### src/rtl/iana_stream_arbiter.sv
//------------------------------------------------------------------------------
// Module   : iana_stream_arbiter
// Purpose  : Round-robin merge of two 128-bit record sources onto a 32-bit
//            AXI-Stream S2MM channel, packetised every PKT_RECS records or on flush.
// Revision : 1.0  initial release
//------------------------------------------------------------------------------
`default_nettype none

module iana_stream_arbiter #(
    parameter int unsigned PKT_RECS = 16,
    parameter logic [31:0] PAD_WORD = 32'hFFFF_FFFF,
    parameter int unsigned CNT_W    = 16
) (
    input  logic             pl_clk,
    input  logic             nreset,
    input  logic             a_valid,
    input  logic [127:0]     a_data,
    output logic             a_ready,
    input  logic             b_valid,
    input  logic [127:0]     b_data,
    output logic             b_ready,
    input  logic             flush,
    output logic [31:0]      m_tdata,
    output logic [3:0]       m_tkeep,
    output logic             m_tlast,
    output logic             m_tvalid,
    input  logic             m_tready,
    output logic [CNT_W-1:0] pkt_count,
    output logic             busy
);

    localparam int unsigned     RC_W     = $clog2(PKT_RECS);
    localparam logic [RC_W-1:0] LAST_REC = RC_W'(PKT_RECS - 1);

    typedef enum logic [1:0] {
        S_IDLE = 2'd0,
        S_SEND = 2'd1,
        S_PAD  = 2'd2
    } state_t;

    state_t           state_q, state_d;
    logic             a_full_q, a_full_d, b_full_q, b_full_d;
    logic [127:0]     a_rec_q, a_rec_d, b_rec_q, b_rec_d;
    logic             sel_q, sel_d;
    logic             rr_q, rr_d;
    logic [1:0]       beat_q, beat_d;
    logic [RC_W-1:0]  rec_cnt_q, rec_cnt_d;
    logic             flush_pend_q, flush_pend_d;
    logic             last_q, last_d;
    logic [CNT_W-1:0] pkt_cnt_q, pkt_cnt_d;

    logic             a_take, b_take, hs;
    logic [127:0]     sel_rec;

    assign a_ready   = ~a_full_q;
    assign b_ready   = ~b_full_q;
    assign a_take    = a_valid & ~a_full_q;
    assign b_take    = b_valid & ~b_full_q;
    assign m_tkeep   = 4'hF;
    assign m_tvalid  = (state_q != S_IDLE);
    assign pkt_count = pkt_cnt_q;
    assign busy      = (state_q != S_IDLE) | a_full_q | b_full_q;
    assign sel_rec   = sel_q ? b_rec_q : a_rec_q;
    assign hs        = m_tvalid & m_tready;

    // tlast for a data record is decided when beat 3 is first presented, so a
    // flush arriving during a stalled beat 3 cannot change m_tlast mid-stall.
    assign m_tlast = (beat_q == 2'd3) &&
                     ((state_q == S_PAD) || ((state_q == S_SEND) && last_q));

    always_comb begin
        m_tdata = 32'd0;
        case (state_q)
            S_SEND:  m_tdata = sel_rec[{beat_q, 5'd0} +: 32];
            S_PAD:   m_tdata = PAD_WORD;
            default: m_tdata = 32'd0;
        endcase
    end

    always_comb begin
        state_d      = state_q;
        a_full_d     = a_full_q;
        b_full_d     = b_full_q;
        a_rec_d      = a_rec_q;
        b_rec_d      = b_rec_q;
        sel_d        = sel_q;
        rr_d         = rr_q;
        beat_d       = beat_q;
        rec_cnt_d    = rec_cnt_q;
        last_d       = last_q;
        pkt_cnt_d    = pkt_cnt_q;
        flush_pend_d = flush_pend_q | flush;

        if (a_take) begin
            a_rec_d  = a_data;
            a_full_d = 1'b1;
        end
        if (b_take) begin
            b_rec_d  = b_data;
            b_full_d = 1'b1;
        end

        case (state_q)
            S_IDLE: begin
                beat_d = 2'd0;
                last_d = 1'b0;
                if (a_full_q || b_full_q) begin
                    state_d = S_SEND;
                    // rr_q names the source that wins when both are waiting
                    sel_d   = (a_full_q && b_full_q) ? rr_q : b_full_q;
                    rr_d    = ~sel_d;
                end else if (flush_pend_q) begin
                    if (rec_cnt_q != '0) state_d = S_PAD;
                    else                 flush_pend_d = 1'b0;
                end
            end
            S_SEND, S_PAD: begin
                if (hs) begin
                    beat_d = beat_q + 2'd1;
                    if (beat_q == 2'd2)
                        last_d = (rec_cnt_q == LAST_REC) | flush_pend_q | flush;
                    if (beat_q == 2'd3) begin
                        state_d = S_IDLE;
                        if (state_q == S_SEND) begin
                            if (sel_q) b_full_d = 1'b0;
                            else       a_full_d = 1'b0;
                            rec_cnt_d = rec_cnt_q + RC_W'(1);
                        end
                        if (m_tlast) begin
                            rec_cnt_d    = '0;
                            flush_pend_d = 1'b0;
                            pkt_cnt_d    = pkt_cnt_q + CNT_W'(1);
                        end
                    end
                end
            end
            default: state_d = S_IDLE;
        endcase
    end

    always_ff @(posedge pl_clk or negedge nreset) begin
        if (!nreset) begin
            state_q      <= S_IDLE;
            a_full_q     <= 1'b0;
            b_full_q     <= 1'b0;
            a_rec_q      <= '0;
            b_rec_q      <= '0;
            sel_q        <= 1'b0;
            rr_q         <= 1'b0;
            beat_q       <= 2'd0;
            rec_cnt_q    <= '0;
            flush_pend_q <= 1'b0;
            last_q       <= 1'b0;
            pkt_cnt_q    <= '0;
        end else begin
            state_q      <= state_d;
            a_full_q     <= a_full_d;
            b_full_q     <= b_full_d;
            a_rec_q      <= a_rec_d;
            b_rec_q      <= b_rec_d;
            sel_q        <= sel_d;
            rr_q         <= rr_d;
            beat_q       <= beat_d;
            rec_cnt_q    <= rec_cnt_d;
            flush_pend_q <= flush_pend_d;
            last_q       <= last_d;
            pkt_cnt_q    <= pkt_cnt_d;
        end
    end

endmodule

`default_nettype wire

### config.mk
export PLATFORM = sky130hd
export DESIGN_NAME = iana_stream_arbiter
export DESIGN_NICKNAME = d
export VERILOG_FILES = /design/src/rtl/iana_stream_arbiter.sv
export SDC_FILE = /design/constraint.sdc
export NUM_CORES = 1
export LEC_CHECK = 0
export CAP_MARGIN = 20
export CORE_ASPECT_RATIO = 1.1
export CORE_UTILIZATION = 45
export DETAILED_ROUTE_END_ITERATION = 8
export PLACE_DENSITY = 0.74
export SYNTH_ARGS = -nofsm -noshare
export SYNTH_HDL_FRONTEND = slang
export SYNTH_SLANG_ARGS = --single-unit
export TNS_END_PERCENT = 1
### constraint.sdc
create_clock -name pl_clk -period 3.94 [get_ports pl_clk]
set_clock_uncertainty 0.05 [all_clocks]
set_input_delay 0.591 -clock pl_clk [delete_from_list [all_inputs] [get_ports pl_clk]]
set_output_delay 0.591 -clock pl_clk [all_outputs]
set_load 0.02 [all_outputs]
==> flow_summary.json <==
{
  "tightest_slew_ns": 0.848,
  "ir_worst_vdd_mv": 0.356,
  "synth_cells": 895,
  "postCtsHoldBufs": 0,
  "nets": 1471,
  "grt_max_degree": 103,
  "dp.cells": 1532,
  "yosys_warnings": 0,
  "n_fill_cell": 2169,
  "hold_viol_final": 0,
  "worstHoldPathType": "in2async",
  "dp_hpwl_mm": 26.8,
  "p_int_mw": 7.04,
  "netlist.area_leader.share_pct": 53.9,
  "instances_no_fill": 1599,
  "clkPwrFrac_pct": 32.3,
  "clock-sinks": 286,
  "dr_wl_met3_mm": 2.42,
  "design.die.area_um2": 30200,
  "grt_pass1_wl_mm": 57.9,
  "postRouteAntennaNets": 0,
  "r2r_cells": 7,
  "layout_min_cycle_time_ns": 3.73,
  "violations": "DRC",
  "fp.coreArea_um2": 28900,
  "arrival_ns": 3.09,
  "rsz0062_at_grt": "false",
  "synth_common_cells": "dfrtp_1, mux2_2, mux2i_1",
  "drive_above_1_share_pct": 33.7,
  "drc": 19,
  "synth_area_um2": 13300,
  "place_congestion": 0.862,
  "path_delay_family": "buffers and inverters",
  "finalSetupViolations": 0,
  "powerDensity_nw_per_um2": 568,
  "fin_crit_sh_pct": 94.7,
  "cts_setup_buffers": 0,
  "die_w_um": 166,
  "path_cells": "buf_4 -> mux2i_1 -> a221oi_1 -> o221a_2 -> clkdlybuf4s50_1",
  "ios": 319,
  "synth_edf_count": 0,
  "relSlewSlack_pct": 43.3,
  "cts_buffers": 34,
  "power_mw": 10.2,
  "io_buffers": 314,
  "worst_r2r_endpoint": "pkt_count[10]",
  "synthTopCellsByArea": "dfrtp_1, mux2_2, mux4_2",
  "outcome": "finished with violations",
  "r2r_slack_ns": 1.56,
  "crit_path_start_kind": "flop",
  "tns_ns": 0,
  "cts_resized": 0,
  "synth_top_cell_by_area": "dfrtp_1",
  "fmax_mhz": 268,
  "start_util_pct": 46.0,
  "yosysMostFrequentCell": "dfrtp_1",
  "p_switching_mw": 3.17,
  "comb_power_share_pct": 32.4,
  "cp-end-kind": "primary output",
  "synthArstFlopShare_pct": 100,
  "highest_layer": "met4",
  "avgRoutedWirePerCell_um": 23.6,
  "dr.pass1.iters": 7,
  "r2r-start": "state_q[0]",
  "route.met2.wl_mm": 16.9,
  "die_height_um": 182,
  "final-seq-area_um2": 7160,
  "area_growth_pct": 35.3,
  "grt-ovfl-total": 0,
  "cts_buffer_depth": 3,
  "num_vias": 8963,
  "ys_types": 47,
  "power_frac_seq_pct": 35.2,
  "power.leakage_nw": 7.79,
  "first_global_vias": 9619,
  "slowest_delay_ns": 0.73,
  "drv_slew": 0,
  "vias_per_cell": 5.61,
  "antenna_found_initial": 8,
  "synth_seq_area_share_pct": 53.9,
  "cp_max_fo": 23,
  "rows": 65,
  "track_usage_pct": 25.3,
  "routed_wirelength_mm": 37.7,
  "synth_flop_cell": "dfrtp_1",
  "drt_iter0_drc": 633,
  "root_buffer": "clkbuf_16",
  "p_sw_share_pct": 31.1,
  "path_class": "reg2out",
  "avgSynthCellArea_um2": 14.8,
  "critical_path_buf_inv_count": 2,
  "cp.required_ns": 3.30,
  "path_clk_slew_ns": 0.06,
  "cts_tree": "built",
  "crit_path_top_delay_cell": "dfrtp_4",
  "htreeDepth": 2,
  "multi_input_area_um2": 5710,
  "ys_ff_latch": 286,
  "clock_latency_ns": 0.51,
  "met1_length_mm": 16.8,
  "maxCapViolCount": 0
}
==> registers in the layout (all words and copies together), names as in the netlist <==
name	cells
last_q	1
a_rec_q	128
beat_q	2
rr_q	1
flush_pend_q	1
b_full_q	1
state_q	2
pkt_count	16
rec_cnt_q	4
sel_q	1
b_rec_q	128
a_full_q	1
==> metrics by stage <==
| stage | util, % | setup WS (ns) | area, um^2 | hold slack [ns] |
|---|---|---|---|---|
| 2_1_floorplan | - | 1.58 | 13300 | 0.245 |
| 3_3_place_gp | 58.1 | 0.743 | 16800 | 0.426 |
| 3_5_place_dp | 58.1 | 0.745 | 16800 | 0.423 |
| 4_1_cts | 62.2 | 0.187 | 18000 | 0.115 |
| 5_1_grt | 62.3 | 0.0566 | 18000 | 0.152 |
| 6_report | 62.3 | 0.208 | 18000 | 0.0873 |
==> area by class of cell <==
cell class | count | share of cell area (%)
flip-flops and latches | 286 | 39.8
multi-input cells | 530 | 31.7
repair buffers | 337 | 18.9
clock buffers | 49 | 5.74
well taps | 368 | 2.56
clock inverters | 10 | 0.891
inverters | 11 | 0.230
diodes | 8 | 0.111
==> layer usage <==
layer	vias up	global-route usage [%]
met3	78	5.31
li1	3983	-
met4	0	12.4
met1	4551	35.5
met2	351	37.5
met5	-	0
==> logic make-up after synthesis <==
logic type / count (synthesis) / synth area share, %
XOR/XNOR: 17 / 1.12
other: 1 / 0.0282
adder cells (fa/ha/maj): 9 / 0.847
AND/OR/NAND/NOR: 58 / 2.53
flip-flops: 286 / 53.9
multiplexers: 355 / 32.2
AO/OA/AOI/OAI: 87 / 6.02
buffers and inverters: 82 / 3.42
==> how the worst max path moves through the flow <==
stage	slack, ns	to	start	cells past startpoint
floorplan	1.58	m_tdata[11]	state_q[0]	6
global placement	0.74	m_tdata[24]	sel_q	4
detailed placement	0.75	m_tdata[24]	sel_q	4
CTS	0.19	m_tdata[12]	sel_q	4
global route	0.06	m_tdata[22]	state_q[0]	5
finish	0.21	m_tdata[15]	sel_q	5
==> power by group through the flow <==
stage | combinational (mW) | clock [mW] | sequential [mW]
2_1_floorplan | 2.14 | 0 | 3.48
3_3_place_gp | 3.25 | 0 | 3.63
3_5_place_dp | 3.29 | 0 | 3.64
4_1_cts | 3.31 | 3.37 | 3.59
5_1_grt | 3.50 | 3.49 | 3.64
6_report | 3.31 | 3.30 | 3.60
==> cells in the final DEF (no fill, tap or decap), drive strengths merged, types with 4 or more instances in the layout <==
cell,count
a21oi,7
a221oi,32
a31oi,4
buf,25
bufinv,4
clkbuf,49
clkdlybuf4s50,312
clkinv,6
conb,4
dfrtp,286
diode,8
ha,9
inv,11
mux2,257
mux2i,66
mux4,32
nand2,12
nand3,8
nand4,7
nor2,12
nor2b,4
o21ai,6
o221a,32
xnor2,15
No activity file was read; power rests on OpenSTA's default activity.
